==> src/rtl/parity_frame_rx.sv <==
// Serial frame receiver: start bit, DATA_W data bits (LSB first), parity bit, stop bit.
// Holds one received word with parity/framing flags, flags overruns and counts bad frames.
module parity_frame_rx #(
    parameter int unsigned DATA_W     = 8,
    parameter int unsigned PARITY_ODD = 0
) (
    input  logic              clk,
    input  logic              rst_n,
    input  logic              bit_en,
    input  logic              ser_in,
    output logic [DATA_W-1:0] out_data,
    output logic              out_valid,
    input  logic              out_ready,
    output logic              par_err,
    output logic              frame_err,
    output logic              overrun,
    output logic [7:0]        err_cnt,
    input  logic              clr_cnt,
    output logic              busy
);

    localparam int unsigned      CNT_W    = (DATA_W > 1) ? $clog2(DATA_W) : 1;
    localparam logic [CNT_W-1:0] CNT_LAST = CNT_W'(DATA_W - 1);
    localparam logic             ODD      = (PARITY_ODD != 0);

    typedef enum logic [1:0] {
        S_IDLE,
        S_DATA,
        S_PARITY,
        S_STOP
    } state_t;

    state_t            state_q, state_d;
    logic [CNT_W-1:0]  cnt_q, cnt_d;
    logic [DATA_W-1:0] shreg_q, shreg_d;
    logic              par_bit_q, par_bit_d;

    logic [DATA_W-1:0] out_data_q, out_data_d;
    logic              out_valid_q, out_valid_d;
    logic              par_err_q, par_err_d;
    logic              frame_err_q, frame_err_d;
    logic              overrun_q, overrun_d;
    logic [7:0]        err_cnt_q, err_cnt_d;

    logic              frame_done;
    logic              load;
    logic              drop;
    logic              new_par_err;
    logic              new_frame_err;

    // State register
    always_ff @(posedge clk or negedge rst_n) begin
        if (!rst_n) begin
            state_q   <= S_IDLE;
            cnt_q     <= '0;
            shreg_q   <= '0;
            par_bit_q <= 1'b0;
        end else begin
            state_q   <= state_d;
            cnt_q     <= cnt_d;
            shreg_q   <= shreg_d;
            par_bit_q <= par_bit_d;
        end
    end

    // Next-state and receive datapath
    always_comb begin
        state_d   = state_q;
        cnt_d     = cnt_q;
        shreg_d   = shreg_q;
        par_bit_d = par_bit_q;
        if (bit_en) begin
            case (state_q)
                S_IDLE: begin
                    if (!ser_in) begin
                        state_d = S_DATA;
                        cnt_d   = '0;
                    end
                end
                S_DATA: begin
                    shreg_d[cnt_q] = ser_in;
                    if (cnt_q == CNT_LAST) begin
                        state_d = S_PARITY;
                        cnt_d   = '0;
                    end else begin
                        cnt_d = cnt_q + 1'b1;
                    end
                end
                S_PARITY: begin
                    par_bit_d = ser_in;
                    state_d   = S_STOP;
                end
                S_STOP: begin
                    state_d = S_IDLE;
                end
                default: state_d = S_IDLE;
            endcase
        end
    end

    // Output decode: frame evaluation on the stop-bit strobe
    always_comb begin
        busy          = (state_q != S_IDLE);
        frame_done    = (state_q == S_STOP) && bit_en;
        new_par_err   = ((^shreg_q) ^ par_bit_q) != ODD;
        new_frame_err = ~ser_in;
        load          = frame_done && (!out_valid_q || out_ready);
        drop          = frame_done && out_valid_q && !out_ready;
    end

    // Held word: a load in the handshake cycle wins over the clear of out_valid
    always_comb begin
        out_data_d  = out_data_q;
        out_valid_d = out_valid_q;
        par_err_d   = par_err_q;
        frame_err_d = frame_err_q;
        overrun_d   = 1'b0;
        err_cnt_d   = err_cnt_q;
        if (load) begin
            out_data_d  = shreg_q;
            out_valid_d = 1'b1;
            par_err_d   = new_par_err;
            frame_err_d = new_frame_err;
        end else if (drop) begin
            overrun_d = 1'b1;
        end else if (out_valid_q && out_ready) begin
            out_valid_d = 1'b0;
        end
        if (clr_cnt) begin
            err_cnt_d = '0;
        end else if (frame_done && (drop || new_par_err || new_frame_err)
                     && (err_cnt_q != 8'hFF)) begin
            err_cnt_d = err_cnt_q + 8'd1;
        end
    end

    always_ff @(posedge clk or negedge rst_n) begin
        if (!rst_n) begin
            out_data_q  <= '0;
            out_valid_q <= 1'b0;
            par_err_q   <= 1'b0;
            frame_err_q <= 1'b0;
            overrun_q   <= 1'b0;
            err_cnt_q   <= '0;
        end else begin
            out_data_q  <= out_data_d;
            out_valid_q <= out_valid_d;
            par_err_q   <= par_err_d;
            frame_err_q <= frame_err_d;
            overrun_q   <= overrun_d;
            err_cnt_q   <= err_cnt_d;
        end
    end

    assign out_data  = out_data_q;
    assign out_valid = out_valid_q;
    assign par_err   = par_err_q;
    assign frame_err = frame_err_q;
    assign overrun   = overrun_q;
    assign err_cnt   = err_cnt_q;

endmodule

==> config.mk <==
export PLATFORM = sky130hd
export DESIGN_NAME = parity_frame_rx
export DESIGN_NICKNAME = d
export VERILOG_FILES = /design/src/rtl/parity_frame_rx.sv
export SDC_FILE = /design/constraint.sdc
export NUM_CORES = 1
export LEC_CHECK = 0
export ABC_AREA = 1
export ABC_CLOCK_PERIOD_IN_PS = 1650
export CAP_MARGIN = 20
export CORE_UTILIZATION = 53
export DETAILED_ROUTE_END_ITERATION = 10
export PLACE_DENSITY = 0.79
export RECOVER_POWER = 25
export SYNTH_ARGS = -nofsm -noshare
export SYNTH_HDL_FRONTEND = slang
export SYNTH_SLANG_ARGS = --single-unit
==> constraint.sdc <==
create_clock -name clk -period 1.65 [get_ports clk]
set_input_delay 0.495 -clock clk [delete_from_list [all_inputs] [get_ports clk]]
set_output_delay 0.495 -clock clk [all_outputs]
set_load 0.02 [all_outputs]
==> metrics.yaml <==
status:
  status: "finished clean"
global_routing:
  busiest_layer: "met2"
  use_met3: 0.0671
  grt_use_met1: 0.297
  grt_max_degree: 35
  grt_pass1_vias: 1416
  antenna_found_initial: 0
  grt_pass1_wl_um: 6110
  grt_overflow: 0
  grt.total_usage: 0.232
  use_met2: 0.375
synthesis:
  synth_area_mm2: 0.00180
  yosysWarnings: 0
  netlist_instances: 215
  synthTopCellsByCount: "51 x nand2_1, 34 x dfrtp_1, 27 x inv_1"
  synth_ff_type: "dfrtp_1"
  synth_edf_count: 0
  synth.most_common_cell: "nand2_1"
  synth_top_area_frac: 0.473
  syn_area_per_cell_um2: 8.36
  async_flop_share: 1.00
  synth_area_leaders: "dfrtp_1 47%, nand2_1 11%, inv_1 5.6%"
  synth_cell_types: 23
  synthesis.nets: 228
  seq_area_frac_synth: 0.473
  ys_ff_latch: 34
  yosysTopAreaCell: "dfrtp_1"
sta:
  fin_tns_setup_ps: 0
  fin_crit_ps: 1620
  fin_worst_skew_ps: 7.32
  finalSetupViolCount: 0
  fmax_mhz: 618
  tightestPinTransition_ps: 817
  finalHoldViolCount: 0
  relSlewSlack: 0.455
  grt_setup_unrepaired: "yes"
  min_period_over_period: 0.981
  drv_slew: 0
finish:
  drive_above_1_share: 0.241
  fin_nets: 283
  n_antenna_cell: 0
  nFillCells: 238
  area_growth_syn_to_layout_pct: 34.4
route:
  drc: 0
  drt-pass1-iter-count: 4
  post_drt_via_cell_ratio: 5.21
  routed_wl_um: 3860
  ant_nets: 0
  num_vias: 1636
  post_drt_wl_per_cell_um: 12.3
  drt_iter0_drc: 57
critical_path:
  r2r_cells: 9
  cp_data_required_time_ps: 1880
  path_max_fanout: 5
  slowest_delay_ps: 410
  r2r-end: "err_cnt[4]$_DFFE_PN0P_"
  crit_family: "simple AND/OR/NAND/NOR gates"
  cp_common_cell: "nor2_4"
  cp-end-kind: "flip-flop"
  crit_chain: "ha_2 -> nand3_2 -> nor2_4 -> nand3_2 -> nor2_4 -> nor2_4 -> buf_4 -> nand4_1 -> nand2_1"
  cp-start-kind: "flip-flop"
  arrival_ps: 1850
  reg2reg_from: "err_cnt[0]$_DFFE_PN0P_"
  path_buf_inv: 1
  critPathKind: "reg -> reg"
  slowest_stage: "dfrtp_1"
  timing.reg2reg.setup_slack_ps: 30
clock_network:
  cts_buffers: 5
  cts_root_buf: "clkbuf_4"
  clock_path_buffers: 2
  clkTransAtPathRegs_ps: 100
  cts.sinks: 34
  insertion_delay_ps: 330
  cts.htree.levels: 2
  cts_tree: "built"
power:
  internal-power_mw: 2.18
  pwr-share-comb: 0.494
  p_switching_mw: 1.59
  powerDensity_mw_per_mm2: 1560
  power_frac_seq: 0.342
  p_clk_frac: 0.164
  swShare: 0.422
  p_leak_nw: 1.30
  vdd_drop_max_mv: 0.991
  power_mw: 3.77
min_path:
  whs_path_depth: 2
  holdCritStartpoint: "out_data[2]$_DFFE_PN0P_"
  hold_path_class: "reg -> reg"
  hold_end: "out_data[2]$_DFFE_PN0P_"
die:
  initial_core_util: 0.575
  dieArea_mm2: 0.00363
  die_h_um: 60.2
  core_area_mm2: 0.00313
  placementRows: 20
  ioPinCount: 27
  die_w_um: 60.2
placement:
  hpwl_um: 2680
  finalWeightedCongestion: 0.752
  numPortBuffers: 26
flow_run:
  maxCapViolCount: 0
## stage by stage
stage	std cells	setup slack [ps]	utilization	hold slack, ps	instance area, µm²
3_3_place_gp	304	-286	0.725	452	2270
4_1_cts	311	-37.5	0.744	490	2330
6_report	314	30.6	0.772	483	2420
5_1_grt	314	-56.3	0.772	504	2420
2_1_floorplan	215	35.4	-	199	1800
3_5_place_dp	304	-380	0.725	458	2270
## tightest hold or removal path, cell delays in order, from the launching register on
cell and delay [ps]:
dfrtp_1 360, nand2_1 50, nand2_1 50
## flip-flops by register name, indices dropped and copies added, names as in the netlist, 2 cells and up
| signal | cells |
|---|---|
| err_cnt | 8 |
| out_data | 8 |
| shreg_q | 8 |
| cnt_q | 3 |
| state_q | 2 |
## worst max-delay path by stage
stage | from | to | slack [ps] | cells past startpoint
2_1_floorplan | err_cnt[0]$_DFFE_PN0P_ | err_cnt[3]$_DFFE_PN0P_ | 40 | 9
3_3_place_gp | bit_en | err_cnt[4]$_DFFE_PN0P_ | -290 | 8
5_1_grt | err_cnt[1]$_DFFE_PN0P_ | err_cnt[2]$_DFFE_PN0P_ | -60 | 9
6_report | err_cnt[0]$_DFFE_PN0P_ | err_cnt[4]$_DFFE_PN0P_ | 30 | 9
3_5_place_dp | bit_en | err_cnt[2]$_DFFE_PN0P_ | -380 | 8
4_1_cts | state_q[0]$_DFFE_PN0P_ | busy | -40 | 4
## routing by layer
metal | part of all wire | up-vias | routed length (µm)
met5 | 0 | - | 0
met4 | 0.010 | 0 | 40
met3 | 0.045 | 4 | 172
met2 | 0.51 | 34 | 1960
met1 | 0.44 | 773 | 1690
li1 | - | 825 | -
## power by group through the flow
stage	sequential [mW]	combinational, mW	clock [mW]
6_report	1.29	1.86	0.618
5_1_grt	1.33	2.07	0.661
4_1_cts	1.28	1.72	0.632
3_5_place_dp	1.30	1.79	0
3_3_place_gp	1.29	1.73	0
2_1_floorplan	1.43	0.991	0
## logic make-up (layout without fill, tap and decap cells)
family,Yosys count,count (layout),synth area share
AOI/OAI and AO/OA,36,36,0.115
xor gates and xnor gates,4,4,0.0195
adders and majority gates,7,7,0.0487
buffers and inverters,34,88,0.0758
DFF,34,34,0.473
and+or+nand+nor,100,101,0.268
## layout by cell type (no fill, tap or decap), drive strengths merged
master | Yosys | routed
nor2 | 14 | 14
ha | 7 | 7
dfrtp | 34 | 34
nand4 | 7 | 7
a21oi | 12 | 12
dlygate4sd3 | 0 | 1
o21ai | 13 | 13
nand3 | 21 | 22
clkinvlp | 0 | 2
clkinv | 1 | 1
clkbuf | 0 | 8
dlygate4sd2 | 0 | 19
xnor2 | 1 | 1
dlymetal6s2s | 0 | 1
o21bai | 1 | 1
nand2 | 58 | 58
inv | 31 | 30
bufinv | 0 | 1
buf | 2 | 22
a31oi | 10 | 10
clkdlybuf4s50 | 0 | 3
xor2 | 3 | 3
## final cells by class
type	instances	area, µm²	share of cell area
timing repair inverter	1	7.51	0.00311
sequential	34	851	0.352
timing repair buffer	48	398	0.165
clock buffer	6	51.3	0.0212
clock inverter	1	30.0	0.0124
tap	44	55.1	0.0228
multi-input combinational	148	900	0.372
inverter	32	124	0.0513
## repair_timing
action,4_1_cts,5_1_grt
resized for setup,28,24
hold buffers,0,0
cloned,0,2
buffers inserted,0,1
pin swaps,0,5
setup endpoints to repair,29,12
hold endpoints to repair,0,0
No activity file was read; power rests on OpenSTA's default activity.
